### config.mk
export PLATFORM = sky130hd
export DESIGN_NAME = apb_timer
export DESIGN_NICKNAME = d
export VERILOG_FILES = /design/src/rtl/apb_timer_pkg.sv /design/src/rtl/apb_timer_prescale.sv /design/src/rtl/apb_timer.sv
export SDC_FILE = /design/constraint.sdc
export NUM_CORES = 1
export LEC_CHECK = 0
export CORE_MARGIN = 1
export CORE_UTILIZATION = 57
export CTS_BUF_LIST = sky130_fd_sc_hd__clkbuf_8
export CTS_CLUSTER_SIZE = 40
export DETAILED_ROUTE_END_ITERATION = 10
export PLACE_DENSITY = 0.89
export SLEW_MARGIN = 20
export SYNTH_ARGS = -nofsm -noshare
export SYNTH_HDL_FRONTEND = slang
export SYNTH_SLANG_ARGS = --single-unit
### constraint.sdc
create_clock -name clk -period 6.8 [get_ports clk]
set_input_delay 1.36 -clock clk [delete_from_list [all_inputs] [get_ports clk]]
set_output_delay 1.36 -clock clk [all_outputs]
set_load 0.01 [all_outputs]
### src/rtl/apb_timer_pkg.sv
// Shared constants for the APB down-counting timer: register map, CTRL bits and defaults.
package apb_timer_pkg;

   localparam int ADDR_W_DEF = 32;
   localparam int DATA_W     = 32;
   localparam int PRE_W_DEF  = 16;

   // Word index of each register, i.e. reg_addr[4:2]
   typedef enum logic [2:0] {
      TMR_CTRL     = 3'd0,
      TMR_LOAD     = 3'd1,
      TMR_COUNT    = 3'd2,
      TMR_STATUS   = 3'd3,
      TMR_PRESCALE = 3'd4
   } tmr_reg_e;

   localparam int CTRL_EN     = 0;
   localparam int CTRL_RELOAD = 1;
   localparam int CTRL_IEN    = 2;

endpackage

### src/rtl/apb_timer_prescale.sv
// Prescaler: free-running pcnt while enabled, one-cycle tick when pcnt matches the prescale value.
module apb_timer_prescale #(
   parameter int PRE_W = 16
) (
   input  logic             clk,
   input  logic             rst,
   input  logic             i_en,
   input  logic             i_clr,
   input  logic [PRE_W-1:0] i_prescale,
   output logic             o_tick
);

   logic [PRE_W-1:0] r_pcnt;

   assign o_tick = i_en & (r_pcnt == i_prescale);

   // Only an exact match returns pcnt to 0, so a prescale lowered below pcnt wraps through 2^PRE_W-1
   always_ff @(posedge clk or posedge rst) begin
      if (rst)
         r_pcnt <= '0;
      else if (!i_en || i_clr || o_tick)
         r_pcnt <= '0;
      else
         r_pcnt <= r_pcnt + 1'b1;
   end

endmodule

### src/rtl/apb_timer.sv
// 32-bit APB down-counting timer with prescaler, auto-reload / one-shot modes and level interrupt.
module apb_timer
   import apb_timer_pkg::*;
#(
   parameter int ADDR_W = ADDR_W_DEF,
   parameter int PRE_W  = PRE_W_DEF
) (
   input  logic              clk,
   input  logic              rst,
   input  logic              reg_psel,
   input  logic              reg_enable,
   input  logic              reg_rw,
   input  logic [ADDR_W-1:0] reg_addr,
   input  logic [DATA_W-1:0] reg_datai,
   output logic [DATA_W-1:0] reg_datao,
   output logic              reg_ready_1,
   output logic              timer_irq
);

   logic [2:0]        r_ctrl;
   logic [DATA_W-1:0] r_load;
   logic [DATA_W-1:0] r_count;
   logic              r_exp;
   logic [PRE_W-1:0]  r_prescale;

   logic [2:0]        w_idx;
   logic              w_wr, w_setup_rd;
   logic              w_wr_ctrl, w_wr_load, w_wr_count, w_wr_status, w_wr_pre;
   logic              w_tick, w_expire, w_pclr;
   logic [DATA_W-1:0] w_rdata;
   logic              w_unused;

   assign w_idx       = reg_addr[4:2];
   assign w_wr        = reg_psel & reg_enable & reg_rw;
   assign w_setup_rd  = reg_psel & ~reg_enable & ~reg_rw;
   assign w_wr_ctrl   = w_wr & (w_idx == TMR_CTRL);
   assign w_wr_load   = w_wr & (w_idx == TMR_LOAD);
   assign w_wr_count  = w_wr & (w_idx == TMR_COUNT);
   assign w_wr_status = w_wr & (w_idx == TMR_STATUS);
   assign w_wr_pre    = w_wr & (w_idx == TMR_PRESCALE);
   assign w_unused    = ^{reg_addr[ADDR_W-1:5], reg_addr[1:0]};

   assign reg_ready_1 = reg_psel & reg_enable & ~rst;
   assign timer_irq   = r_exp & r_ctrl[CTRL_IEN];

   // A software COUNT write on a tick cycle suppresses both the decrement and the expiry
   assign w_expire = w_tick & (r_count == '0) & ~w_wr_count;
   assign w_pclr   = w_wr_ctrl & reg_datai[CTRL_EN] & ~r_ctrl[CTRL_EN];

   apb_timer_prescale #(.PRE_W(PRE_W)) u_pre (
      .clk        (clk),
      .rst        (rst),
      .i_en       (r_ctrl[CTRL_EN]),
      .i_clr      (w_pclr),
      .i_prescale (r_prescale),
      .o_tick     (w_tick)
   );

   always_ff @(posedge clk or posedge rst) begin
      if (rst) begin
         r_ctrl     <= '0;
         r_load     <= '0;
         r_prescale <= '0;
      end else begin
         if (w_wr_ctrl)
            r_ctrl <= reg_datai[2:0];
         else if (w_expire && !r_ctrl[CTRL_RELOAD])
            r_ctrl[CTRL_EN] <= 1'b0;
         if (w_wr_load)
            r_load <= reg_datai;
         if (w_wr_pre)
            r_prescale <= reg_datai[PRE_W-1:0];
      end
   end

   always_ff @(posedge clk or posedge rst) begin
      if (rst)
         r_count <= '0;
      else if (w_wr_count)
         r_count <= reg_datai;
      else if (w_tick) begin
         if (r_count != '0)
            r_count <= r_count - 1'b1;
         else if (r_ctrl[CTRL_RELOAD])
            r_count <= r_load;
      end
   end

   // Expiry beats a simultaneous W1C
   always_ff @(posedge clk or posedge rst) begin
      if (rst)
         r_exp <= 1'b0;
      else if (w_expire)
         r_exp <= 1'b1;
      else if (w_wr_status && reg_datai[0])
         r_exp <= 1'b0;
   end

   always_comb begin
      w_rdata = '0;
      case (w_idx)
         TMR_CTRL:     w_rdata = {{(DATA_W-3){1'b0}}, r_ctrl};
         TMR_LOAD:     w_rdata = r_load;
         TMR_COUNT:    w_rdata = r_count;
         TMR_STATUS:   w_rdata = {{(DATA_W-1){1'b0}}, r_exp};
         TMR_PRESCALE: w_rdata = {{(DATA_W-PRE_W){1'b0}}, r_prescale};
         default:      w_rdata = '0;
      endcase
   end

   // Read data is captured in the setup phase and held through the access phase
   always_ff @(posedge clk or posedge rst) begin
      if (rst)
         reg_datao <= '0;
      else if (w_setup_rd)
         reg_datao <= w_rdata;
   end

endmodule

==> results.sh, run 1 <==
export IMPL_status="complete, no violations"
export IMPL_first_iter_violations=772
export IMPL_max_slew_margin_rel=0.280
export IMPL_slew_viol_final=0
export IMPL_h_tree_depth=4
export IMPL_startpoint="rst"
export IMPL_crit_fanout=65
export IMPL_setup_tns_ps=0
export IMPL_wl_per_cell_microns=19.5
export IMPL_ys_seq_area_frac=0.471
export IMPL_ys_ff_latch=132
export IMPL_min_period_ps=4590
export IMPL_drive_above_1_share=0.134
export IMPL_fin_util=0.683
export IMPL_coreArea_sq_um=12000
export IMPL_syn2layout_area_growth_pct=17.0
export IMPL_die_w_microns=113
export IMPL_vias_per_cell=6.57
export IMPL_regArea_sq_um=3300
export IMPL_syn_area_per_cell_sq_um=9.65
export IMPL_reg2reg_from="r_count[12]$_DFFE_PP0P_"
export IMPL_power_density_nw_per_um2=259
export IMPL_overflow=0
export IMPL_multiInputGateArea_sq_um=3440
export IMPL_yosysTopAreaCell="dfrtp_1"
export IMPL_arrival_ps=3230
export IMPL_cp_end_kind="output port"
export IMPL_diodes=0
export IMPL_synthDistinctLibCells=64
export IMPL_synth_fp_nets=799
export IMPL_num_vias=6166
export IMPL_tightestPinTransition_ps=1080
export IMPL_root_buffer="clkbuf_8"
export IMPL_leakage_uw=0.00341
export IMPL_fin_crit_sh=0.675
export IMPL_syn_cell_area_sq_um=7020
export IMPL_min_path_type="reg2reg"
export IMPL_reg2reg_depth=6
export IMPL_synth_edf_count=0
export IMPL_cts_setup_buffers=0
export IMPL_die_h_microns=113
export IMPL_cts_resized=0
export IMPL_final_antenna_net_count=0
export IMPL_ys_flop_type="dfrtp_1"
export IMPL_yosys_warnings=0
export IMPL_cts_buffers=17
export IMPL_maxCapViolations=0
export IMPL_setup_violations_final=0
export IMPL_criticalPathCategory="in2out"
export IMPL_clk_latency_ps=450
export IMPL_clockBufferDepth=2
export IMPL_gp_congestion=0.903
export IMPL_yosysTopAreaCellShare=0.471
export IMPL_async_reset_ff_frac=1.00
export IMPL_cts_sinks=132
export IMPL_clock_skew_ps=12.6
export IMPL_place_detailed_hpwl_mm=12.3
export IMPL_worst_r2r_setup_slack_ps=3370
export IMPL_clk_pin_slew_ps=70
export IMPL_synth_area_top_cells="dfrtp_1 (47%), mux2_2 (7.9%), o21ai_0 (5.1%)"
export IMPL_totalWireLength_mm=18.4
export IMPL_grt_pass1_vias=6079
export IMPL_fmax_mhz=218
export IMPL_io_buffers=73
export IMPL_drtPass1Iterations=6
export IMPL_grt_pass1_wl_mm=30.1
export IMPL_die_area_sq_um=12800
export IMPL_grt_start_max_net_pins=70
export IMPL_pin_count=103
export IMPL_holdBufCountCts=0
export IMPL_ir_drop_mv=0.104
export IMPL_fp_row_count=40
export IMPL_cts_tree="done"
export IMPL_final_net_count=851
export IMPL_initial_core_util=0.584
export IMPL_start_kind="input port"
export IMPL_r2r_end="r_count[15]$_DFFE_PP0P_"
export IMPL_drc=0
export IMPL_hold_viol=0
export IMPL_antenna_found_initial=0
export IMPL_endpoint="reg_ready_1"
export IMPL_grt_total_usage=0.301
export IMPL_rsz0062_at_grt="no"
export IMPL_fillers=888
export IMPL_critPathRequiredTime_ps=5440
export IMPL_postSynthCellCount=727
-- power by group --
| part | leakage (uW) | switching, uW | internal [uW] | total, uW |
|---|---|---|---|---|
| logic | 0.00152 | 191 | 203 | 394 |
| registers | 0.00168 | 150 | 910 | 1060 |
| clock network | 0.000202 | 317 | 354 | 671 |
| total | 0.00341 | 658 | 1470 | 2120 |
-- Yosys cell counts (5+ instances only) --
library cell / n
nand2_1: 72
clkbuf_1: 35
a32oi_1: 7
mux2_2: 49
nand4_1: 9
a21oi_1: 28
nor3_1: 19
buf_2: 6
o21ai_0: 71
nand3_1: 15
a22oi_1: 35
xor2_1: 22
nor2_1: 60
xnor2_1: 9
o211ai_1: 6
and3_1: 9
a22o_1: 8
inv_1: 18
or3_1: 5
dfrtp_1: 132
nor4_1: 17
a31oi_1: 11
-- area by class of cell --
| type | count | area share |
|---|---|---|
| multi-input cells | 528 | 0.420 |
| clock inverters | 12 | 0.0160 |
| clock buffers | 20 | 0.0335 |
| repair buffers | 82 | 0.0973 |
| well taps | 147 | 0.0224 |
| inverters | 18 | 0.00854 |
| flip-flops and latches | 132 | 0.403 |
-- how the worst min path moves through the flow --
| stage | cells after the start | from | endpoint |
|---|---|---|---|
| global route | 2 | reg_datao[5]$_DFFE_PP0P_ | reg_datao[5]$_DFFE_PP0P_ |
| CTS | 2 | reg_datao[27]$_DFFE_PP0P_ | reg_datao[27]$_DFFE_PP0P_ |
| finish | 2 | reg_datao[27]$_DFFE_PP0P_ | reg_datao[27]$_DFFE_PP0P_ |
| global placement | 2 | reg_datao[2]$_DFFE_PP0P_ | reg_datao[2]$_DFFE_PP0P_ |
| detailed placement | 2 | reg_datao[27]$_DFFE_PP0P_ | reg_datao[27]$_DFFE_PP0P_ |
| floorplan | 2 | r_exp$_DFFE_PP0P_ | r_exp$_DFFE_PP0P_ |
-- metrics by stage --
step / worst slack [ps] / hold WS [ps] / cell area [sq um] / instances / total power, uW
finish: 2210 / 484 / 8210 / 939 / 2120
detailed placement: 2050 / 472 / 7800 / 907 / 1450
CTS: 2190 / 489 / 8210 / 939 / 2120
global route: 2040 / 518 / 8210 / 939 / 2220
global placement: 2190 / 463 / 7800 / 907 / 1420
floorplan: 874 / 479 / 7020 / 727 / 1290
-- metal layers --
metal | wire length [microns] | GRT usage | part of all wire
met3 | 1250 | 0.0520 | 0.068
met1 | 7560 | 0.398 | 0.41
met4 | 584 | 0.144 | 0.032
met2 | 8960 | 0.486 | 0.49
met5 | 0 | 0 | 0
-- sequential cells by signal (all words and copies together) (netlist names) --
signal	count
r_ctrl	3
r_prescale	16
u_pre.r_pcnt	16
r_exp	1
r_count	32
reg_datao	32
r_load	32
-- cells in the final DEF (no fill, tap or decap), types with 5 or more instances in the layout --
| cell | netlist | routed |
|---|---|---|
| dfrtp_1 | 132 | 132 |
| a22oi_1 | 35 | 35 |
| clkbuf_8 | 0 | 20 |
| mux2_2 | 49 | 49 |
| nor3_1 | 19 | 19 |
| nand4_1 | 9 | 9 |
| xor2_1 | 22 | 22 |
| and3_1 | 9 | 9 |
| clkdlybuf4s50_1 | 0 | 73 |
| a31oi_1 | 11 | 11 |
| nor2_1 | 60 | 60 |
| a22o_1 | 8 | 8 |
| a21oi_1 | 28 | 28 |
| a32oi_1 | 7 | 7 |
| o21ai_0 | 71 | 71 |
| xnor2_1 | 9 | 9 |
| inv_1 | 18 | 18 |
| nor4_1 | 17 | 17 |
| o211ai_1 | 6 | 6 |
| nand2_1 | 72 | 72 |
| or3_1 | 5 | 5 |
| buf_4 | 2 | 9 |
| nand3_1 | 15 | 15 |
-- logic make-up after synthesis --
logic type,count (synthesis),synth area share
XOR/XNOR,31,0.0387
flip-flops,132,0.471
multiplexers,52,0.0847
AO/OA/AOI/OAI,204,0.187
buffers and inverters,67,0.0423
AND/OR/NAND/NOR,238,0.171
adder cells (fa/ha/maj),3,0.00535
-- critical path, stage by stage --
cell	delay (ps)
clkdlybuf4s50_1	440
inv_4	580
and3_1	250
clkdlybuf4s50_1	530
Power figures use the tool's default switching activity.
==> run 2, diff against run 1 <==
--- a/config.mk
+++ b/config.mk
@@ -6,11 +6,11 @@
 export NUM_CORES = 1
 export LEC_CHECK = 0
 export CORE_MARGIN = 1
-export CORE_UTILIZATION = 57
+export CORE_UTILIZATION = 51
 export CTS_BUF_LIST = sky130_fd_sc_hd__clkbuf_8
 export CTS_CLUSTER_SIZE = 40
 export DETAILED_ROUTE_END_ITERATION = 10
-export PLACE_DENSITY = 0.89
+export PLACE_DENSITY = 0.85
 export SLEW_MARGIN = 20
 export SYNTH_ARGS = -nofsm -noshare
 export SYNTH_HDL_FRONTEND = slang
==> constraint.sdc (replaced) <==
create_clock -name clk -period 3.8 [get_ports clk]
set_input_delay 0.76 -clock clk [delete_from_list [all_inputs] [get_ports clk]]
set_output_delay 0.76 -clock clk [all_outputs]
set_load 0.01 [all_outputs]
==> results.sh, run 2 (same netlist as run 1, synthesis figures left out) <==
export IMPL_clk_latency_ps=470
export IMPL_leakage_uw=0.00346
export IMPL_h_tree_depth=4
export IMPL_maxCapViolations=0
export IMPL_regArea_sq_um=3300
export IMPL_place_detailed_hpwl_mm=12.2
export IMPL_hold_start="reg_datao[30]$_DFFE_PP0P_"
export IMPL_final_antenna_net_count=0
export IMPL_reg_top3="r_count: 32 flops, r_load: 32 flops, reg_datao: 32 flops"
export IMPL_setup_violations_final=0
export IMPL_criticalPathCategory="reg2reg"
export IMPL_cts_setup_buffers=0
export IMPL_min_path_type="reg2reg"
export IMPL_cts_resized=0
export IMPL_coreArea_sq_um=13300
export IMPL_syn2layout_area_growth_pct=19.0
export IMPL_diodes=0
export IMPL_tightestPinTransition_ps=1090
export IMPL_clockBufferDepth=2
export IMPL_drive_above_1_share=0.144
export IMPL_die_h_microns=119
export IMPL_layout_commonest_cell="dfrtp_1"
export IMPL_totalWireLength_mm=18.3
export IMPL_postLayoutSetupSlackWorst_ps=678
export IMPL_final_cell_mix="dfrtp_1 (132), clkdlybuf4s50_1 (73), nand2_1 (72)"
export IMPL_cts_tree="done"
export IMPL_ir_drop_mv=0.262
export IMPL_multiInputGateArea_sq_um=3450
export IMPL_fp_row_count=42
export IMPL_start_kind="flip-flop"
export IMPL_fin_crit_sh=0.821
export IMPL_overflow=0
export IMPL_io_buffers=73
export IMPL_slew_viol_final=0
export IMPL_cts_sinks=132
export IMPL_status="complete, no violations"
export IMPL_worst_r2r_setup_slack_ps=680
export IMPL_cp_end_kind="flip-flop"
export IMPL_drtPass1Iterations=5
export IMPL_clk_pin_slew_ps=80
export IMPL_drc=0
export IMPL_clock_skew_ps=12.1
export IMPL_hold_viol=0
export IMPL_gp_congestion=0.851
export IMPL_cts_buffers=17
export IMPL_antenna_found_initial=0
export IMPL_die_w_microns=119
export IMPL_grt_pass1_vias=6112
export IMPL_critPathRequiredTime_ps=4200
export IMPL_instances_no_fill=975
export IMPL_final_net_count=858
export IMPL_wl_per_cell_microns=18.8
export IMPL_max_slew_margin_rel=0.275
export IMPL_grt_total_usage=0.273
export IMPL_grt_pass1_wl_mm=30.3
export IMPL_vias_per_cell=6.27
export IMPL_grt_start_max_net_pins=70
export IMPL_fmax_mhz=320
export IMPL_startpoint="r_prescale[14]$_DFFE_PP0P_"
export IMPL_num_vias=6114
export IMPL_min_period_ps=3120
export IMPL_pin_count=103
export IMPL_root_buffer="clkbuf_8"
export IMPL_initial_core_util=0.526
export IMPL_arrival_ps=3520
export IMPL_first_iter_violations=516
export IMPL_min_path_cells=2
export IMPL_power_density_nw_per_um2=469
export IMPL_fillers=1117
export IMPL_dp_cells=943
export IMPL_crit_fanout=29
export IMPL_rsz0062_at_grt="no"
export IMPL_die_area_sq_um=14200
export IMPL_preCtsSetupSlack_ps=493
export IMPL_holdBufCountCts=0
export IMPL_reg2reg_from="r_prescale[14]$_DFFE_PP0P_"
export IMPL_reg2reg_depth=7
## run 2: final timing paths
kind                                             end
max                          r_count[30]$_DFFE_PP0P_
min                        reg_datao[30]$_DFFE_PP0P_
max reg2reg                  r_count[30]$_DFFE_PP0P_
min reg2reg                reg_datao[30]$_DFFE_PP0P_
max in group asynchronous     r_load[21]$_DFFE_PP0P_
min in group asynchronous   reg_datao[1]$_DFFE_PP0P_
## run 2: layout make-up
class | instances | area share
multi-input cells | 528 | 0.413
flip-flops and latches | 132 | 0.396
repair buffers | 89 | 0.103
clock buffers | 19 | 0.0313
well taps | 176 | 0.0264
clock inverters | 13 | 0.0217
inverters | 18 | 0.00854
## run 2: layer usage
layer  global-route usage  vias to the layer above  routed length [microns]
met4                0.137                        0                      499
met3               0.0565                       47                      977
li1                     -                     2783                        -
met2                0.432                      245                     8810
met5                    0                        -                        0
met1                0.356                     3039                     8000
## run 2: power by group
part / switching, uW / leakage (uW) / total [uW] / internal (uW)
registers: 263 / 0.00168 / 1890 / 1630
logic: 338 / 0.00155 / 703 / 365
clock network: 580 / 0.000221 / 1330 / 747
total: 1180 / 0.00346 / 3920 / 2740
## run 2: through the flow
stage,hold WS [ps],TNS (ps),total power (uW),instance area [sq um],util
floorplan,479,-101,2310,7020,-
global placement,462,0,2560,7900,0.592
detailed placement,469,0,2600,7910,0.593
CTS,486,0,3920,8350,0.626
global route,515,0,4100,8350,0.626
finish,477,0,3920,8350,0.626
## run 2: worst max-delay path, stage by stage (launching register included)
cell and delay, ps:
dfrtp_1 430, xor2_1 180, nor4_1 410, nand3_1 340, o31ai_4 1010, buf_12 260, a21boi_0 220, a2bb2oi_1 180
==> run 3, diff against run 2 <==
==> constraint.sdc (replaced) <==
create_clock -name clk -period 2.79 [get_ports clk]
set_input_delay 0.558 -clock clk [delete_from_list [all_inputs] [get_ports clk]]
set_output_delay 0.558 -clock clk [all_outputs]
set_load 0.01 [all_outputs]
==> results.sh, run 3 (same netlist as run 1, synthesis figures left out) <==
export IMPL_status="complete, no violations"
export IMPL_cts_sinks=132
export IMPL_dp_cells=980
export IMPL_pin_count=103
export IMPL_place_detailed_hpwl_mm=12.7
export IMPL_instances_no_fill=1014
export IMPL_slew_viol_final=0
export IMPL_antenna_found_initial=0
export IMPL_wl_per_cell_microns=18.2
export IMPL_critPathMaxStageDelay_ps=550
export IMPL_syn2layout_area_growth_pct=23.3
export IMPL_grt_pass1_vias=6091
export IMPL_fp_row_count=42
export IMPL_fin_crit_sh=0.958
export IMPL_crit_buf_inv=1
export IMPL_fin_util=0.648
export IMPL_drc=0
export IMPL_maxCapViolations=0
export IMPL_rsz0062_at_grt="no"
export IMPL_root_buffer="clkbuf_8"
export IMPL_power_density_nw_per_um2=602
export IMPL_cp_end_kind="flip-flop"
export IMPL_arrival_ps=3000
export IMPL_cp_top_family="simple AND/OR/NAND/NOR gates"
export IMPL_first_iter_violations=615
export IMPL_die_area_sq_um=14200
export IMPL_fillers=1060
export IMPL_min_path_type="reg2reg"
export IMPL_start_kind="flip-flop"
export IMPL_worst_r2r_setup_slack_ps=120
export IMPL_final_cell_mix="dfrtp_1 (132), clkdlybuf4s50_1 (73), nand2_1 (72)"
export IMPL_final_net_count=897
export IMPL_die_h_microns=119
export IMPL_cp_cell_sequence="or4_4, or4_4, nor4_4, o31ai_4, buf_12, a21boi_0, o22a_1"
export IMPL_grt_pass1_wl_mm=30.3
export IMPL_leakage_uw=0.00365
export IMPL_overflow=0
export IMPL_io_buffers=73
export IMPL_cts_buffers=17
export IMPL_min_period_ps=2670
export IMPL_h_tree_depth=4
export IMPL_criticalPathCategory="reg2reg"
export IMPL_holdBufCountCts=0
export IMPL_layout_commonest_cell="dfrtp_1"
export IMPL_diodes=0
export IMPL_coreArea_sq_um=13300
export IMPL_reg_top3="r_count: 32 flops, r_load: 32 flops, reg_datao: 32 flops"
export IMPL_clk_latency_ps=450
export IMPL_grt_start_max_net_pins=133
export IMPL_slowest_stage="or4_4"
export IMPL_critPathRequiredTime_ps=3120
export IMPL_gp_congestion=0.898
export IMPL_setup_violations_final=0
export IMPL_initial_core_util=0.526
export IMPL_clockBufferDepth=2
export IMPL_hold_viol=0
export IMPL_clk_pin_slew_ps=70
export IMPL_drive_above_1_share=0.183
export IMPL_die_w_microns=119
export IMPL_num_vias=6284
export IMPL_final_antenna_net_count=0
export IMPL_cts_tree="done"
export IMPL_cpMostUsedCell="or4_4"
export IMPL_vias_per_cell=6.20
export IMPL_clock_skew_ps=16.5
export IMPL_totalWireLength_mm=18.5
export IMPL_drtPass1Iterations=6
export IMPL_fmax_mhz=374
export IMPL_max_slew_margin_rel=0.490
export IMPL_tightestPinTransition_ps=765
export IMPL_crit_fanout=28
export IMPL_grt_total_usage=0.270
export IMPL_ir_drop_mv=0.307
## run 3: path summary, 6_finish.rpt
check,start,to,depth (start not counted)
worst max-delay path,r_count[24]$_DFFE_PP0P_,r_count[29]$_DFFE_PP0P_,7
worst min-delay path,reg_datao[30]$_DFFE_PP0P_,reg_datao[30]$_DFFE_PP0P_,2
worst max register to register,r_count[24]$_DFFE_PP0P_,r_count[29]$_DFFE_PP0P_,7
worst min register to register,reg_datao[30]$_DFFE_PP0P_,reg_datao[30]$_DFFE_PP0P_,2
max in group asynchronous,rst,r_exp$_DFFE_PP0P_,3
min in group asynchronous,rst,u_pre.r_pcnt[0]$_DFF_PP0_,3
## run 3: timing repair
action	in CTS	in global routing
setup endpoints to repair	3	0
gates resized for setup	1	0
setup buffers	2	0
## run 3: per-layer routing
layer  vias up  GRT usage  share of wire
met1      3075      0.354           0.42
li1       2862          -              -
met3        37     0.0575          0.072
met2       310      0.444           0.49
met4         0     0.0902          0.019
met5         -          0              0
## run 3: layout make-up
class | instances | area [sq um] | area share
Clock buffer | 19 | 262 | 0.0302
Multi-Input combinational cell | 528 | 3450 | 0.399
Clock inverter | 13 | 134 | 0.0155
Timing Repair Buffer | 128 | 1210 | 0.139
Inverter | 18 | 71.3 | 0.00825
Tap cell | 176 | 220 | 0.0255
Sequential cell | 132 | 3300 | 0.382
## run 3: tightest hold or removal path, delay by kind of cell (launching register included)
| kind | cells | cell delay, ps |
|---|---|---|
| simple gates | 1 | 40 |
| compound gates | 1 | 60 |
| flops | 1 | 340 |
## run 3: power by group
part           total (uW)  switching [uW]  internal (uW)
Combinational        1080             523            554
Sequential           2530             308           2220
Clock                1600             766            837
## run 3: through the flow
step                      area (sq um)  total power (uW)  hold WS [ps]  setup TNS, ps  setup slack (ps)
after floorplan                   7020              3140           479           -707              -707
after global placement            8220              3550           464          -65.3             -41.6
after detailed placement          8220              3610           471           -356              -147
after CTS                         8650              5210           488              0               123
after global routing              8650              5440           512              0              35.7
final                             8650              5210           476              0               116
